`src/rtl/regfile_arbiter.sv`:
```
// regfile_arbiter
//   Two-requester arbiter in front of a 16 x 8 register file. Each access
//   takes three cycles: IDLE (arbitration) -> ACCESS (grant, write strobe)
//   -> RESP (done, read data available). Contested requests are served
//   round-robin; the first contest after reset is decided by A_FIRST.
//
// Ports
//   clk                 rising-edge clock
//   CLB                 asynchronous active-low reset
//   a_req/b_req         access request, held until the matching gnt
//   a_we/b_we           1 = write, 0 = read
//   a_addr/b_addr       register address
//   a_wdata/b_wdata     write data
//   a_gnt/b_gnt         one-cycle pulse during ACCESS: command captured
//   a_done/b_done       one-cycle pulse during RESP: access complete
//   a_rdata/b_rdata     last read result for that requester
//   rf_addr/rf_wdata    latched address / data to the register file
//   rf_load             register file write strobe
//   rf_rdata            register file combinational read data
module regfile_arbiter #(
  parameter bit A_FIRST = 1'b1
) (
  input  logic       clk,
  input  logic       CLB,
  input  logic       a_req,
  input  logic       a_we,
  input  logic [3:0] a_addr,
  input  logic [7:0] a_wdata,
  output logic       a_gnt,
  output logic       a_done,
  output logic [7:0] a_rdata,
  input  logic       b_req,
  input  logic       b_we,
  input  logic [3:0] b_addr,
  input  logic [7:0] b_wdata,
  output logic       b_gnt,
  output logic       b_done,
  output logic [7:0] b_rdata,
  output logic [3:0] rf_addr,
  output logic [7:0] rf_wdata,
  output logic       rf_load,
  input  logic [7:0] rf_rdata
);

  typedef enum logic [1:0] {
    IDLE   = 2'd0,
    ACCESS = 2'd1,
    RESP   = 2'd2
  } state_t;

  state_t     state, state_nxt;
  logic       owner_b;   // 1 when the access in flight belongs to B
  logic       prefer_b;  // winner of the next contest; reset encodes A_FIRST
  logic       we_l;
  logic [3:0] addr_l;
  logic [7:0] wdata_l;
  logic       take;
  logic       win_b;

  always_comb begin
    state_nxt = state;
    take      = 1'b0;
    win_b     = 1'b0;
    case (state)
      IDLE: begin
        if (a_req || b_req) begin
          state_nxt = ACCESS;
          take      = 1'b1;
          // B wins when it is alone, or when both ask and it is B's turn
          win_b     = b_req && (!a_req || prefer_b);
        end
      end
      ACCESS:  state_nxt = RESP;
      RESP:    state_nxt = IDLE;
      default: state_nxt = IDLE;
    endcase
  end

  always_ff @(posedge clk or negedge CLB) begin
    if (!CLB) begin
      state    <= IDLE;
      owner_b  <= 1'b0;
      prefer_b <= !A_FIRST;
      we_l     <= 1'b0;
      addr_l   <= 4'd0;
      wdata_l  <= 8'd0;
      a_rdata  <= 8'd0;
      b_rdata  <= 8'd0;
    end else begin
      state <= state_nxt;
      // IDLE -> ACCESS: capture the winner's command
      if (take) begin
        owner_b  <= win_b;
        prefer_b <= !win_b;
        we_l     <= win_b ? b_we    : a_we;
        addr_l   <= win_b ? b_addr  : a_addr;
        wdata_l  <= win_b ? b_wdata : a_wdata;
      end
      // ACCESS -> RESP: return read data to the owner only
      if (state == ACCESS && !we_l) begin
        if (owner_b) b_rdata <= rf_rdata;
        else         a_rdata <= rf_rdata;
      end
    end
  end

  // Handshake pulses decode straight from state so reset clears them at once
  assign a_gnt    = (state == ACCESS) && !owner_b;
  assign b_gnt    = (state == ACCESS) &&  owner_b;
  assign a_done   = (state == RESP)   && !owner_b;
  assign b_done   = (state == RESP)   &&  owner_b;
  assign rf_load  = (state == ACCESS) &&  we_l;
  assign rf_addr  = addr_l;
  assign rf_wdata = wdata_l;

endmodule
```
`config.mk`:
```
export PLATFORM = sky130hd
export DESIGN_NAME = regfile_arbiter
export DESIGN_NICKNAME = d
export VERILOG_FILES = /design/src/rtl/regfile_arbiter.sv
export SDC_FILE = /design/constraint.sdc
export NUM_CORES = 1
export LEC_CHECK = 0
export ABC_AREA = 1
export CORE_UTILIZATION = 42
export DETAILED_ROUTE_END_ITERATION = 7
export PLACE_DENSITY = 0.79
export SLEW_MARGIN = 30
export SYNTH_ARGS = -nofsm -noshare
export SYNTH_HDL_FRONTEND = slang
export SYNTH_SLANG_ARGS = --single-unit
```
`constraint.sdc`:
```
create_clock -name clk -period 1.61 [get_ports clk]
set_clock_uncertainty 0.2 [all_clocks]
set_input_delay 0.161 -clock clk [delete_from_list [all_inputs] [get_ports clk]]
set_output_delay 0.161 -clock clk [all_outputs]
set_load 0.02 [all_outputs]
```
After elaboration in Yosys (flattened, before gate mapping) --
Cells that the tools add are included.
Storage, ports and cells: logic and storage cells 37, output and inout bits 33, flip-flop bits (word level) 33, bits of input ports 38
Cells by class: reductions and logical operators 16, equality and inequality tests 3, multiplexer cells 9, bitwise operators 1
Operator list (number):
- two-way mux 8 bit | 1
- logical AND 1 bit | 7
- two-way mux 1 bit | 5
- logical NOT 1 bit | 4
- two-way mux 4 bit | 1
- case mux 2 bit (2 select lines) | 1
- AND reduction 2 bit | 2
- equality test 2 x 1 -> 1 bit (second input constant) | 1
- equality test 2 bit (second input constant) | 1
- logical NOT 2 bit | 1
- logical OR 1 bit | 2
- two-way mux 2 bit | 1
- inequality test 2 bit (second input constant) | 1
- NOT 1 bit | 1

Longest topological paths before layout --
Gate-level depths: netlist of the first run.
word-level depth 6, gate-level depth with buffers 7, mapped depth without buffers 6

Worst setup path before layout of the first run --
Ideal clock, no wire load.
path type register to register, start point reg state[0], end point reg prefer_b, arrival 1030 ps, required time 1284 ps, clock period less this slack 1356 ps, buffers on the path 1, library setup time 126 ps, slack 254 ps, cell stages (with the launch flop) 6, path through dfrtp_1 > nor2_4 > nand3_4 > buf_2 > nand2_1 > o21ai_0
Between the ends: word-level cells in the longest chain between the ends 3, elaborated cells on any way between the ends 4, classes of those cells 2 x mux; 2 x reduce/logical
Ends and longest elaborated chain:
- start, declared | line 51 | state_t state, state_nxt;
- start signal, assigned | line 90 | state <= state_nxt;
- logical NOT 2 bit * | line 64 | case (state)
- two-way mux 1 bit | line 64
- logical NOT 1 bit | line 94 | prefer_b <= !win_b;
- end signal, assigned | line 83 | prefer_b <= !A_FIRST;
- end signal, assigned | line 94
- end, declared | line 53 | logic prefer_b;
Mark *: on every way between the ends. The rest lies on a longest branch, timed or not. A chain may end at the register's enable or synchronous reset.

Worst setup path in the final report of the first run --
start point reg state[1], end point out b_done
Between the ends: word-level cells in the longest chain between the ends 2
Ends and longest elaborated chain:
- equality test 2 bit | line 111 | assign b_done = (state == RESP) && owner_b;
- logical AND 1 bit | line 111
- end, declared | line 37 | output logic b_done,
Every way passes these cells.

==> results of run 1 <==
==> registers in the layout, summed over array words and instances (netlist names) <==
register  count
b_rdata       8
rf_wdata      8
owner_b       1
state         2
a_rdata       8
we_l          1
prefer_b      1
rf_addr       4
==> critical path, cell delays in order, from the launching register on <==
cell	delay, ps
dfrtp_1	440
inv_1	80
nor3_1	180
buf_2	190
==> path summary, 6_finish.rpt <==
check	start	endpoint	slack [ps]	cells after the start
setup reg to reg	state[0]$_DFFE_PN0P_	rf_wdata[6]$_DFFE_PN0P_	110	6
max in group asynchronous	CLB	state[0]$_DFFE_PN0P_	990	2
min in group clk	rf_rdata[1]	a_rdata[1]$_DFFE_PN0P_	260	3
hold / removal	CLB	a_rdata[4]$_DFFE_PN0P_	40	2
hold reg to reg	rf_wdata[7]$_DFFE_PN0P_	rf_wdata[7]$_DFFE_PN0P_	280	2
setup / recovery	state[1]$_DFFE_PN0P_	b_done	80	3
==> layout make-up <==
type | count | area, um^2
Fill cell | 318 | 1120
Sequential cell | 33 | 827
Timing Repair Buffer | 84 | 815
Multi-Input combinational cell | 114 | 636
Inverter | 41 | 156
Clock buffer | 5 | 68.8
Clock inverter | 3 | 65.1
Tap cell | 48 | 60.1
==> power by group <==
group	switching (mW)	internal [mW]	total (mW)
clock network	0.293	0.615	0.908
logic	1.56	1.13	2.69
registers	0.237	1.25	1.49
total	2.09	3.00	5.08
==> timing repair <==
item | 4_1_cts | 5_1_grt
cloned | 0 | 1
resized for setup | 29 | 22
pin swaps | 0 | 4
hold buffers | 0 | 0
endpoints found under the setup margin | 19 | 20
buffers inserted | 0 | 1
hold endpoints to repair | 0 | 0
==> metal layers <==
metal	part of all wire (%)	track usage, %	vias up
met3	5.5	2.64	9
met5	0	0	-
li1	-	-	780
met2	49	33.5	57
met4	2.3	10.6	0
met1	43	23.9	690
==> synth_stat cells, drive strengths merged <==
cell type	count	share of area, %
inv	41	9.4
nand2	59	13
buf	8	3.7
nor3	2	0.60
nand4	13	4.9
dfrtp	33	49
nand3	16	7.0
o21ai	18	9.7
nor2	5	2.0
==> logic make-up (layout without fill, tap and decap cells) <==
| group | count (synthesis) | count (layout) | synth area share (%) |
|---|---|---|---|
| AND/OR/NAND/NOR | 95 | 96 | 27.8 |
| flip-flops | 33 | 33 | 49.5 |
| AO/OA/AOI/OAI | 18 | 18 | 9.67 |
| buffers and inverters | 49 | 133 | 13.0 |
==> metrics by stage <==
stage	instance area, um^2	TNS, ps
final	2630	0
after global routing	2630	0
after CTS	2610	0
after detailed placement	2490	-219
after global placement	2490	-93.9
after floorplan	1670	0
==> key figures, run 1 <==
Clock network
  • TritonCTS clock tree: built
  • Clock Tree Buf Depth: 2
  • CTS H-tree depth: 2
  • Worst-path clk slew: 70 ps
  • Root buffer cell: clkbuf_8
  • Worst-skew pair later-pin latency: 280 ps
  • Num CTS Buffers: 5
  • Clock sink count: 33

Power
  • Power per cell area: 1940 nW/um^2
  • Total chip power: 5.08 mW
  • Worst vdd ir: 0.00122 V
  • Pleak: 1.51 nW

Synth
  • Synth Net Count: 233
  • Post-synthesis sequential area ratio: 49.5%
  • Syn Inst Count: 195
  • Number of synthesized register bits: 33
  • Post-synth cell types: 17
  • Post-Syn Area: 1670 um^2
  • Mean post-synth cell area: 8.56 um^2
  • Synth Warn #: 0

Status
  • Status: completed

Routing
  • Post-route ant nets: 0
  • DR pass1 iterations: 4
  • Post-Route WL: 3.80 mm
  • Iter 0 DRT Violations: 53
  • Routed vias: 1536
  • Via density: 4.68
  • DR WL/cell: 11.6 um
  • Drt drc: 0

Layout
  • Nets: 317
  • Area delta synth->final: 57.4%
  • Finished Core Util: 70.2%
  • Share of cells above drive strength 1: 18.9%
  • Number of diodes: 0
  • Commonest non-fill, non-tap cell in the layout: nand2_1
  • Layout Cells excl Fill: 328
  • Most frequent cells in the layout: nand2_1, inv_1, clkdlybuf4s50_1

STA
  • Tcrit/Tclk final: 95.0%
  • Worst hold margin: 41.0 ps
  • Final Hold Fails: 0
  • Worst Tran Pin Value: 313 ps
  • RSZ-0062 raised after global routing: no
  • Final setup margin: 81.2 ps
  • FMAX: 654 MHz
  • Fin. max-slew vios: 0
  • Min cycle time layout: 1530 ps
  • Worst slew margin: 79.1%
  • Setup violations, final: 0

Place
  • Worst Setup Slack post-DPL: -67.5 ps
  • DP Cell Count: 319
  • Post-DP HPWL: 2.77 mm
  • Gpl congestion: 0.795
  • I/O Buffers: 70

Die
  • Initial Util: 44.6%
  • Die Height: 65.0 um
  • I/O pin count: 71
  • Die Span X: 65.0 um
  • Die area: 4230 um^2
  • Core area: 3740 um^2
  • Row count: 22

Hold path
  • Tightest Hold Check Type: primary input to async pin

GRT
  • Pin count of the biggest net entering global routing: 34
  • Overflow after GRT: 0
  • Total track usage: 19.6%
  • Initial antenna violation count: 0
  • Global-route wire length before repair: 6.31 mm
  • Vias in the first global route: 1426

Worst setup path
  • Worst EP required: 1250 ps
  • Startpoint Class: register
  • Critical path class: register to primary output
  • Worst Setup End Kind: primary output
  • CP arrival: 1170 ps
  • CP max FO: 3

Run
  • Max-cap viol count: 0
Note: power is estimated with default switching activity, not from simulation.
==> inputs of run 2 (changes only) <==
Settings changed: PLACE_DENSITY 0.79 to not set, PLACE_DENSITY_LB_ADDON set to 0.25.
==> run 2 against run 1 <==
Against the previous run: maximum frequency decreased by 3.2%; design area grew 0.67%; clock power fell by 31%; worst setup slack got worse by 50 ps; die area is the same; sequential power is essentially flat; flip-flop and latch count stayed put; critical path depth shrank 2; wire length grew 2.7%; largest cell class is now non-clock buffers.
==> key figures, run 2 (synthesized netlist as in run 1, its figures left out) <==
Routing
  • DR WL/cell: 11.8 um
  • Iter 0 DRT Violations: 98
  • Drt drc: 0
  • DR pass1 iterations: 4
  • Via density: 4.72
  • Routed vias: 1554
  • Post-route ant nets: 0
  • Post-Route WL: 3.90 mm

Hold path
  • Tightest Hold Check Type: primary input to async pin

Clock network
  • Worst-skew pair later-pin latency: 280 ps
  • Clock sink count: 33
  • Root buffer cell: clkbuf_8
  • Num CTS Buffers: 5
  • Clock Tree Buf Depth: 2
  • Worst-path clk slew: 70 ps
  • TritonCTS clock tree: built
  • CTS H-tree depth: 2

Worst setup path
  • Number of stages on the worst setup path: 1
  • Worst EP required: 1250 ps
  • Critical path class: register to primary output
  • Startpoint Class: register
  • Flop-to-flop setup slack: 70 ps
  • Largest delay contributor family on the critical path: buffers and inverters
  • Buffer and inverter count on the worst path: 1
  • Reg2Reg Depth: 7
  • Worst r2r dst: rf_wdata[7]$_DFFE_PN0P_
  • Reg2reg start: state[1]$_DFFE_PN0P_
  • CP max stage delay: 600 ps
  • CP Cell Sequence: clkdlybuf4s50_1
  • Worst path slowest cell: clkdlybuf4s50_1
  • Worst Setup End Kind: primary output
  • Worst Setup SP: a_rdata[7]$_DFFE_PN0P_
  • CP arrival: 1220 ps
  • CP max FO: 2
  • Worst Setup EP: a_rdata[7]

Status
  • Status: completed

GRT
  • Pin count of the biggest net entering global routing: 34
  • Total track usage: 20.1%
  • Overflow after GRT: 0
  • Global-route wire length before repair: 6.50 mm
  • Initial antenna violation count: 0
  • Vias in the first global route: 1513

Layout
  • Fill cells: 316
  • Sequential cell area: 826 um^2
  • Most frequent cells in the layout: nand2_1, inv_1, clkdlybuf4s50_1
  • Nets: 319
  • Commonest non-fill, non-tap cell in the layout: nand2_1
  • Share of cells above drive strength 1: 18.5%
  • Area of the multi-input gates: 636 um^2
  • Layout Cell Area excl Fill: 2650 um^2
  • Area delta synth->final: 58.5%
  • Number of diodes: 0

STA
  • FMAX: 633 MHz
  • Setup violations, final: 0
  • Setup tns final: 0 ps
  • Worst Tran Pin Value: 277 ps
  • Tcrit/Tclk final: 98.1%
  • Final setup margin: 30.9 ps
  • Fin. max-slew vios: 0
  • Final Hold Fails: 0
  • Min cycle time layout: 1580 ps
  • Worst hold margin: 42.3 ps
  • Worst slew margin: 81.4%

Place
  • I/O Buffers: 70
  • Gpl congestion: 0.701
  • Post-DP HPWL: 2.70 mm
  • Worst Setup Slack post-DPL: -40.3 ps
  • Placed Area: 2490 um^2

Run
  • Max-cap viol count: 0

Power
  • Pleak: 1.54 nW
  • Total chip power: 5.06 mW
  • Worst vdd ir: 0.00111 V
  • Power per cell area: 1910 nW/um^2

Die
  • Die Height: 65.0 um
  • Die Span X: 65.0 um
  • Core area: 3740 um^2
  • I/O pin count: 71
  • Initial Util: 44.6%
  • Row count: 22
  • Die area: 4230 um^2
[run 2: cell types whose count changed in the layout (fill, tap and decap cells not counted), moves of 2 or more]
cell            delta
buf_12             +2
bufinv_16          -2
dlygate4sd2_1      -4
dlymetal6s2s_1     +3
[run 2: per-stage QoR]
stage | utilization, % | instances
after floorplan | - | 195
after global placement | 66.5 | 318
after CTS | 68.2 | 325
final | 70.7 | 329
after global routing | 70.7 | 329
after detailed placement | 66.5 | 318
[run 2: per-layer routing]
layer / vias to the layer above / track usage, % / wire [um]
li1: 779 / - / -
met1: 716 / 25.9 / 1780
met2: 53 / 33.1 / 1860
met3: 6 / 3.17 / 190
met4: 0 / 8.97 / 65
met5: - / 0 / 0
[run 2: how the worst min path moves through the flow]
stage | to | slack (ps) | cells past startpoint
2_1_floorplan | a_rdata[0]$_DFFE_PN0P_ | -330 | 0
3_3_place_gp | rf_wdata[1]$_DFFE_PN0P_ | 260 | 2
3_5_place_dp | rf_addr[0]$_DFFE_PN0P_ | 270 | 2
4_1_cts | rf_wdata[3]$_DFFE_PN0P_ | 50 | 2
5_1_grt | rf_wdata[3]$_DFFE_PN0P_ | 80 | 2
6_report | rf_wdata[6]$_DFFE_PN0P_ | 40 | 2
[run 2: timing repair]
item / CTS / global route
gates resized for setup: 24 / 23
hold buffers: 0 / 0
endpoints found under the setup margin: 15 / 21
setup buffers: 0 / 2
cloned: 0 / 2
pin swaps: 0 / 2
[run 2: cell type report]
type                       count  share of cell area, %
sequential                    33                   31.2
inverter                      41                   5.91
multi-input combinational    114                   24.0
tap                           48                   2.27
clock buffer                   7                   3.26
timing repair buffer          86                   33.3
[run 2: power by group]
part / switching, mW / internal (mW) / total, mW / leakage, nW
logic: 1.63 / 1.33 / 2.96 / 1.09
clock network: 0.291 / 0.339 / 0.630 / 0.0443
registers: 0.226 / 1.25 / 1.48 / 0.403
[run 2: worst reg2reg max path, stage by stage (launching register included)]
cell     delay [ps]
dfrtp_1         420
buf_4           160
nor2_4          120
buf_12          140
buf_12          110
nand4_1         110
nand3_1         120
nand2_1          60
